$ cat src/rtl/apb_pkg.sv
// Shared types and default widths for the APB requester slice.
// The top optionally compiles in a watchdog under APB_REQUESTER_TIMEOUT_EN.
package apb_pkg;

    localparam int unsigned APB_ADDR_W = 32;
    localparam int unsigned APB_DATA_W = 32;

    typedef enum logic [1:0] {
        IDLE   = 2'd0,
        SETUP  = 2'd1,
        ACCESS = 2'd2
    } apb_req_state_t;

endpackage

$ cat src/rtl/apb_requester_timeout_counter.sv
// apb_timeout_counter: watchdog for the ACCESS phase of the APB requester.
// Counts enabled cycles after a clear, saturates instead of wrapping, and
// flags expiry once the count reaches TIMEOUT_CYCLES-1.
// Only instantiated when APB_REQUESTER_TIMEOUT_EN is defined.
module apb_timeout_counter #(
    parameter int unsigned TIMEOUT_CYCLES = 64
) (
    input  logic clk_i,
    input  logic rst_ni,
    input  logic clear_i,
    input  logic en_i,
    output logic expired_o
);

    localparam int unsigned CntW = $clog2(TIMEOUT_CYCLES) + 1;
    localparam logic [CntW-1:0] CntMax = '1;
    localparam logic [CntW-1:0] CntExp = CntW'(TIMEOUT_CYCLES - 1);

    logic [CntW-1:0] cnt_q, cnt_d;

    // Next count: clear wins, otherwise count enabled cycles and saturate.
    always_comb begin
        cnt_d = cnt_q;
        if (clear_i) begin
            cnt_d = '0;
        end else if (en_i && (cnt_q != CntMax)) begin
            cnt_d = cnt_q + 1'b1;
        end
    end

    // Count register.
    always_ff @(posedge clk_i or negedge rst_ni) begin
        if (!rst_ni) begin
            cnt_q <= '0;
        end else begin
            cnt_q <= cnt_d;
        end
    end

    assign expired_o = (cnt_q == CntExp);

endmodule

$ cat src/rtl/apb_requester.sv
// apb_requester: valid/ready command port to APB requester bridge.
// Single outstanding transfer sequenced IDLE -> SETUP -> ACCESS, with a
// one-cycle response strobe on completion.
// Define APB_REQUESTER_TIMEOUT_EN to compile in the ACCESS-phase watchdog;
// without it ACCESS waits for PREADY indefinitely and rsp_timeout stays 0.
module apb_requester
    import apb_pkg::*;
#(
    parameter int unsigned ADDR_W         = APB_ADDR_W,
    parameter int unsigned DATA_W         = APB_DATA_W,
    parameter int unsigned TIMEOUT_CYCLES = 64
) (
    input  logic                PCLK,
    input  logic                PRESETn,
    // Command port
    input  logic                cmd_valid,
    output logic                cmd_ready,
    input  logic [ADDR_W-1:0]   cmd_addr,
    input  logic                cmd_write,
    input  logic [DATA_W-1:0]   cmd_wdata,
    input  logic [DATA_W/8-1:0] cmd_strb,
    // Response port
    output logic                rsp_valid,
    output logic [DATA_W-1:0]   rsp_rdata,
    output logic                rsp_error,
    output logic                rsp_timeout,
    // APB requester
    output logic                PSEL,
    output logic                PENABLE,
    output logic                PWRITE,
    output logic [ADDR_W-1:0]   PADDR,
    output logic [DATA_W-1:0]   PWDATA,
    output logic [DATA_W/8-1:0] PSTRB,
    input  logic [DATA_W-1:0]   PRDATA,
    input  logic                PREADY,
    input  logic                PERROR
);

    localparam int unsigned StrbW = DATA_W / 8;

    apb_req_state_t    state_q, state_d;
    logic              psel_q, psel_d;
    logic              penable_q, penable_d;
    logic              pwrite_q, pwrite_d;
    logic [ADDR_W-1:0] paddr_q, paddr_d;
    logic [DATA_W-1:0] pwdata_q, pwdata_d;
    logic [StrbW-1:0]  pstrb_q, pstrb_d;
    logic              cmd_ready_q, cmd_ready_d;
    logic              rsp_valid_q, rsp_valid_d;
    logic [DATA_W-1:0] rsp_rdata_q, rsp_rdata_d;
    logic              rsp_error_q, rsp_error_d;
    logic              rsp_timeout_q, rsp_timeout_d;

    logic accept;
    logic timed_out;

    assign accept = cmd_valid && cmd_ready_q;

`ifdef APB_REQUESTER_TIMEOUT_EN
    logic expired;

    // Counter is cleared while in SETUP so it starts at zero on entry to ACCESS.
    apb_timeout_counter #(
        .TIMEOUT_CYCLES (TIMEOUT_CYCLES)
    ) u_timeout (
        .clk_i     (PCLK),
        .rst_ni    (PRESETn),
        .clear_i   (state_q == SETUP),
        .en_i      ((state_q == ACCESS) && !PREADY),
        .expired_o (expired)
    );

    assign timed_out = expired && !PREADY && (state_q == ACCESS);
`else
    logic unused_timeout_cfg;

    assign unused_timeout_cfg = ^TIMEOUT_CYCLES;
    assign timed_out          = 1'b0;
`endif

    // Next-state and output computation for the transfer sequencer.
    always_comb begin
        state_d       = state_q;
        psel_d        = psel_q;
        penable_d     = penable_q;
        pwrite_d      = pwrite_q;
        paddr_d       = paddr_q;
        pwdata_d      = pwdata_q;
        pstrb_d       = pstrb_q;
        cmd_ready_d   = cmd_ready_q;
        rsp_valid_d   = 1'b0;
        rsp_rdata_d   = rsp_rdata_q;
        rsp_error_d   = rsp_error_q;
        rsp_timeout_d = rsp_timeout_q;

        unique case (state_q)
            IDLE: begin
                // cmd_ready comes up one edge after reset release.
                cmd_ready_d = 1'b1;
                if (accept) begin
                    paddr_d     = cmd_addr;
                    pwrite_d    = cmd_write;
                    pwdata_d    = cmd_wdata;
                    pstrb_d     = cmd_write ? cmd_strb : '0;
                    psel_d      = 1'b1;
                    cmd_ready_d = 1'b0;
                    state_d     = SETUP;
                end
            end
            SETUP: begin
                penable_d = 1'b1;
                state_d   = ACCESS;
            end
            ACCESS: begin
                if (PREADY) begin
                    rsp_valid_d   = 1'b1;
                    rsp_error_d   = PERROR;
                    rsp_timeout_d = 1'b0;
                    rsp_rdata_d   = pwrite_q ? '0 : PRDATA;
                    psel_d        = 1'b0;
                    penable_d     = 1'b0;
                    cmd_ready_d   = 1'b1;
                    state_d       = IDLE;
                end else if (timed_out) begin
                    rsp_valid_d   = 1'b1;
                    rsp_error_d   = 1'b1;
                    rsp_timeout_d = 1'b1;
                    rsp_rdata_d   = '0;
                    psel_d        = 1'b0;
                    penable_d     = 1'b0;
                    cmd_ready_d   = 1'b1;
                    state_d       = IDLE;
                end
            end
            default: begin
                psel_d    = 1'b0;
                penable_d = 1'b0;
                state_d   = IDLE;
            end
        endcase
    end

    // State and registered outputs; reset clears the bus asynchronously.
    always_ff @(posedge PCLK or negedge PRESETn) begin
        if (!PRESETn) begin
            state_q       <= IDLE;
            psel_q        <= 1'b0;
            penable_q     <= 1'b0;
            pwrite_q      <= 1'b0;
            paddr_q       <= '0;
            pwdata_q      <= '0;
            pstrb_q       <= '0;
            cmd_ready_q   <= 1'b0;
            rsp_valid_q   <= 1'b0;
            rsp_rdata_q   <= '0;
            rsp_error_q   <= 1'b0;
            rsp_timeout_q <= 1'b0;
        end else begin
            state_q       <= state_d;
            psel_q        <= psel_d;
            penable_q     <= penable_d;
            pwrite_q      <= pwrite_d;
            paddr_q       <= paddr_d;
            pwdata_q      <= pwdata_d;
            pstrb_q       <= pstrb_d;
            cmd_ready_q   <= cmd_ready_d;
            rsp_valid_q   <= rsp_valid_d;
            rsp_rdata_q   <= rsp_rdata_d;
            rsp_error_q   <= rsp_error_d;
            rsp_timeout_q <= rsp_timeout_d;
        end
    end

    assign cmd_ready   = cmd_ready_q;
    assign rsp_valid   = rsp_valid_q;
    assign rsp_rdata   = rsp_rdata_q;
    assign rsp_error   = rsp_error_q;
    assign rsp_timeout = rsp_timeout_q;
    assign PSEL        = psel_q;
    assign PENABLE     = penable_q;
    assign PWRITE      = pwrite_q;
    assign PADDR       = paddr_q;
    assign PWDATA      = pwdata_q;
    assign PSTRB       = pstrb_q;

endmodule

$ cat config.mk
export PLATFORM = sky130hd
export DESIGN_NAME = apb_requester
export DESIGN_NICKNAME = d
export VERILOG_FILES = /design/src/rtl/apb_pkg.sv /design/src/rtl/apb_requester_timeout_counter.sv /design/src/rtl/apb_requester.sv
export SDC_FILE = /design/constraint.sdc
export NUM_CORES = 1
export LEC_CHECK = 0
export CAP_MARGIN = 25
export CORE_ASPECT_RATIO = 0.7
export CORE_UTILIZATION = 35
export DETAILED_ROUTE_END_ITERATION = 16
export PLACE_DENSITY = 0.71
export SLEW_MARGIN = 30
export SYNTH_ARGS = -nofsm -noshare
export SYNTH_HDL_FRONTEND = slang
export SYNTH_SLANG_ARGS = --single-unit
$ cat constraint.sdc
create_clock -name PCLK -period 1.7 [get_ports PCLK]
set_input_delay 0.34 -clock PCLK [delete_from_list [all_inputs] [get_ports PCLK]]
set_output_delay 0.34 -clock PCLK [all_outputs]
set_load 0.02 [all_outputs]
# After elaboration in Yosys (flattened, before gate mapping)
# Cells that the tools add are included.
# word_totals
register_bits	108
latch_bits	0
mem_bits_rw	0
rom_bits	0
in_bits	106
memories	0
# op_classes
n_addsub	0
multipliers	0
n_div	0
order_cmp	0
eq_ne	4
shift	0
n_mux	14
bitwise_logic	2
reduce_logical	9
# ops
op	n
32-bit 2-to-1 mux	1
2-bit AND reduction	5
1-bit 2-to-1 mux	6
1-bit one-hot mux with 3 select lines	2
2-bit one-hot mux with 3 select lines	1
2-bit 2-to-1 mux	2
4-bit 2-to-1 mux	1
2-bit != test, second input constant	2
3-bit AND reduction	1
2-bit by 1-bit equality test with 1-bit output, second input constant	1
2-bit equality test, second input constant	1
2-bit zero test	1
1-bit NOT	2
1-bit one-hot mux with 2 select lines	1
2-bit nonzero test	1
1-bit logical AND	1

# Depth between registers and ports, before layout
# depth
word_depth	3
mapped_depth	5

# Worst setup path before layout
# Ideal clock, no wire load.
# synth_path
kind	reg2reg
from	register state_q[0]
to	register paddr_q[0], in the netlist PADDR[0]
setup_ns	0.125
arrival_time_ns	1.231
slack_ns	0.344
stages_incl_launch_ff	5
path_buffers	2
synth_period_minus_slack_ns	1.356
cell_sequence	dfrtp_1 nand4bb_4 buf_6 buf_6 mux2_4
# synth_via
elab_chain_cells	2
# synth_rtl
item	line	rtl
from (decl)	apb_requester.sv:41	apb_req_state_t state_q, state_d;
from (signal assigned)	apb_requester.sv:159	state_q <= state_d;
2-bit zero test	apb_requester.sv:96	unique case (state_q)
2-bit AND reduction (no source line)	-	
to (signal assigned)	apb_requester.sv:163	paddr_q <= paddr_d;
to (decl)	apb_requester.sv:45	logic [ADDR_W-1:0] paddr_q, paddr_d;
# Every way passes these cells.
# A chain may end at the register's enable or synchronous reset.

# Worst setup path after layout
# layout_path
from	register rsp_rdata_q[2], in the netlist rsp_rdata[2]
to	output rsp_rdata[2]
# layout_lines
item	line	rtl
from (decl)	apb_requester.sv:50	logic [DATA_W-1:0] rsp_rdata_q, rsp_rdata_d;
from (signal assigned)	apb_requester.sv:168	rsp_rdata_q <= rsp_rdata_d;
to (decl)	apb_requester.sv:24	output logic [DATA_W-1:0] rsp_rdata,
# No word-level cell between the ends.

==> impl_summary.md <==
Finish
In the final layout, flip-flops and latches occupy ~0.0027 mm2. Summing all multi-input logic gate instances after layout gives around 0.0015 mm2. The count of fill cells added during filler insertion is between 900 and 1k. The share of layout cells above drive strength 1 is around 17%. The area added between synthesis and finish is 60.62%. In the final design database the tool counted 634 nets. The share of the core filled with cells in the final layout is 58.71%.

Once layout is complete, the cells apart from fillers number 689. The number of antenna diodes in the final layout is 0.

Timing
The total setup violations reported at the end of the flow is 0. The count of final hold-check violations was 0. Setup repair after global routing left no endpoint under its margin.

The maximum clock skew at final layout is 3.546 ps. The final period utilization is a little over nine tenths. The final count of pins violating max slew is 0. The post-route setup TNS is 0 ps. The worst hold margin is ~0.36 ps. Subtracting the final worst setup slack from the clock period gives about 1700 ps.

The maximum clock rate is roughly 600 MHz.

Routing
The post-detailed-route via-to-cell ratio is around 4.5. Detailed routing inserted a total of just over 3k vias. For this block, the initial DRC count from the detailed router was 60.

The final layout contains routed wiring with a total length of 10.19 mm. The number of iterations in the first detailed-routing pass is 4. The detail route stage leaves a number of antenna-violating nets equal to 0. In the final routed layout, each cell accounts on average for 14.79 um.

In the routed design, unresolved DRC markers number 0.

Critical path
The startpoint identified for the worst register-to-register timing path is state_q[0]$_DFFE_PN0P_. Walking the worst path, the cells encountered are clkdlybuf4s50_1. The setup check on the worst reg-to-reg path leaves a slack of between 200 and 300 ps. Data on the critical path is required at its endpoint by roughly 1400 ps.

The most critical setup path has its endpoint at rsp_rdata[2]. The worst setup path is captured at a primary output. STA puts the critical path data arrival time at approximately 1300 ps. The critical path start-end classification is register to primary output.

Among cell families on the critical path, the largest total delay comes from buffers and inverters. In this run the critical register-to-register path is captured at PADDR[13]$_DFFE_PN0P_. In this run the number of cells on the critical path is 1.

The worst path buffer plus inverter count is 1. The launching element of the worst setup path is rsp_rdata[2]$_DFFE_PN0P_. In this run the worst path has a maximum fanout of 2. The number of cells on the worst reg-to-reg path is 3. The startpoint type of the worst setup path is a register. On the worst path, the slowest cell contributes a delay of 630 ps. The highest-delay cell along the critical path is clkdlybuf4s50_1.

CTS
The cts-stage hold buffer count is 0. The CTS H-tree depth is 3. Clock tree synthesis selected as its root buffer the cell clkbuf_16. TritonCTS created 9 clock buffers. Clock latency on the worst-skew pair, taken at its later pin, is about 340 ps. The CTS sink count is around 110. The post-CTS clock slew at the launch and capture registers of the worst setup and hold paths is approximately 70 ps.

TritonCTS built the clock tree. The buffer depth of the longest clock path is 2.

Global route
The met2 usage is 25.17%. The met3 global-route usage is 6.380%. The number of global-route vias before repair is 3,057.

The global-route wire length before repair is 15.68 mm. The total overflow left after global routing is 0. The global routing usage summed across all routing layers is around 16%. Entering global routing, the biggest net connects 55 pins. Global routing consumed, on the met1 layer, roughly 20% of the routing resources. The most congested layer reported by global routing is met2.

The number of antenna violations at the first check in global routing was 0.

Floorplanning
The region available for standard cell placement spans about 0.012 mm2. The die is 95.24 um tall. The number of cell rows is 33. Measured along the x axis, the die boundary spans 135.2 um. For this configuration, the core starts out at a cell density of a little over a third. The area of the die is between 0.01 and 0.015 mm2. The total I/O pin count is ~210.

Pwr
The static leakage is roughly 0.0033 uW. The peak supply drop is approximately 0.00094 V. Of the total power, the share spent switching nets is 35.52%. The power density relative to cell area is 1939 mW/mm2. The internal power of the cells totals around 8700 uW. The clock network power share is between 10% and 20%. The power share of the sequential group is 33.7%. In this run the power spent charging and discharging nets is 4810 uW. The part of the total power dissipated in combinational logic is 52.6%.

Synthesis
The prevailing post-synth register cell is dfrtp_1. The cell area after synthesis is 0.004347 mm2. The count of synthesis-stage warnings from yosys is 0. Of the post-synthesis cell area, the dominant cell type holds 62.18%.

The number of synthesized flops with an enable pin is 0. After synthesis, the netlist uses 17 different library cells. The post-synthesis cell type with the largest combined area is dfrtp_1. The synthesized instance count is around 310.

In the post-synthesis netlist, the biggest area contributors are dfrtp_1 (62%), mux2_4 (14%), mux2_2 (7.0%). Among all cell types in the netlist, the one instantiated most often is dfrtp_1. In this run, synthesis produced a sequential element count of about 110. Sequential elements use between 60 and 70% of the synthesized area. By count the netlist is led by dfrtp_1 (108), mux2_4 (40), nand2_1 (40), o21ai_0 (37), nand2b_1 (32). The total nets after synthesis is 420. A synthesized cell averages 13.84 um2. The post-synthesis async set-or-reset flop share is 100.0%.

Placement
The placed wire-length estimate after detailed placement is 7.499 mm. The global placer's final weighted congestion is 0.7101. The number of placed instances with taps included is 674. The number of input and output port buffers inserted is 211.

Status
The run finished with clean final reports.

Job
The max-cap check violation count is 0.

Hold path
The worst hold path belongs to the class primary input to asynchronous set/reset pin.
area by class of cell:
class	count	share of cell area [%]
flip-flops and latches	108	38.71
clock inverters	4	0.3943
repair buffers	222	32.96
multi-input cells	184	21.63
inverters	3	0.1613
clock buffers	11	3.333
well taps	157	2.814
worst min-delay path by stage:
| stage | startpoint | end | cells past startpoint |
|---|---|---|---|
| after floorplan | PRESETn | PADDR[0]$_DFFE_PN0P_ | 0 |
| after global placement | PRESETn | PWDATA[11]$_DFFE_PN0P_ | 2 |
| after detailed placement | PRESETn | PWDATA[10]$_DFFE_PN0P_ | 2 |
| after CTS | PRESETn | PWDATA[10]$_DFFE_PN0P_ | 2 |
| after global routing | PRESETn | PWDATA[3]$_DFFE_PN0P_ | 2 |
| final | PRESETn | PWDATA[3]$_DFFE_PN0P_ | 2 |
layer usage:
metal | vias up | part of all wire (%)
li1 | 1473 | -
met1 | 1468 | 45
met2 | 124 | 46
met3 | 11 | 8.0
met4 | 0 | 1.1
met5 | - | 0
power by group through the flow:
stage / Sequential, uW / Combinational (uW) / Clock (uW)
final: 4560 / 7120 / 1860
after global routing: 4710 / 7570 / 2040
after CTS: 4580 / 7260 / 1940
after detailed placement: 4610 / 7240 / 0
after global placement: 4570 / 7150 / 0
after floorplan: 6160 / 2300 / 0
sequential cells by signal (all words and copies together) (netlist names):
signal and count:
PADDR 32, PWDATA 32, rsp_rdata 32, PSTRB 4
state_q 2, PENABLE 1, PSEL 1, PWRITE 1
cmd_ready 1, rsp_error 1, rsp_valid 1
timing repair:
item | CTS | global route
setup buffers | 0 | 0
cloned | 0 | 0
gates resized for setup | 1 | 24
endpoints found under the setup margin | 1 | 24
cells in the final DEF (no fill, tap or decap), drive strengths merged:
master         count
clkinvlp           3
dlygate4sd2        1
a21oi              1
inv                3
clkinv             1
nand4bb            1
o21ai             37
nor2               1
o21a               3
conb               1
dlymetal6s2s      24
dfrtp            108
clkdlybuf4s50    185
mux2              67
clkbuf            11
nand3b             1
nand2             40
nand2b            32
buf               12
logic make-up (layout without fill, tap and decap cells):
logic type / count (synthesis) / count (layout) / synth area share [%]
flops: 108 / 108 / 62.18
simple gates: 75 / 75 / 8.952
mux: 67 / 67 / 20.81
compound gates: 41 / 41 / 4.893
buf+inv: 22 / 240 / 3.080
other cells: 1 / 1 / 0.08627
stage by stage:
step / power, uW / area (um2) / setup WS, ps
floorplan: 8463 / 4347 / 344.1
global placement: 11710 / 6663 / -20.03
detailed placement: 11850 / 6663 / -34.50
CTS: 13780 / 6922 / 12.07
global route: 14330 / 6982 / 0.7487
finish: 13540 / 6982 / 38.37
No activity file was read; power rests on OpenSTA's default activity.
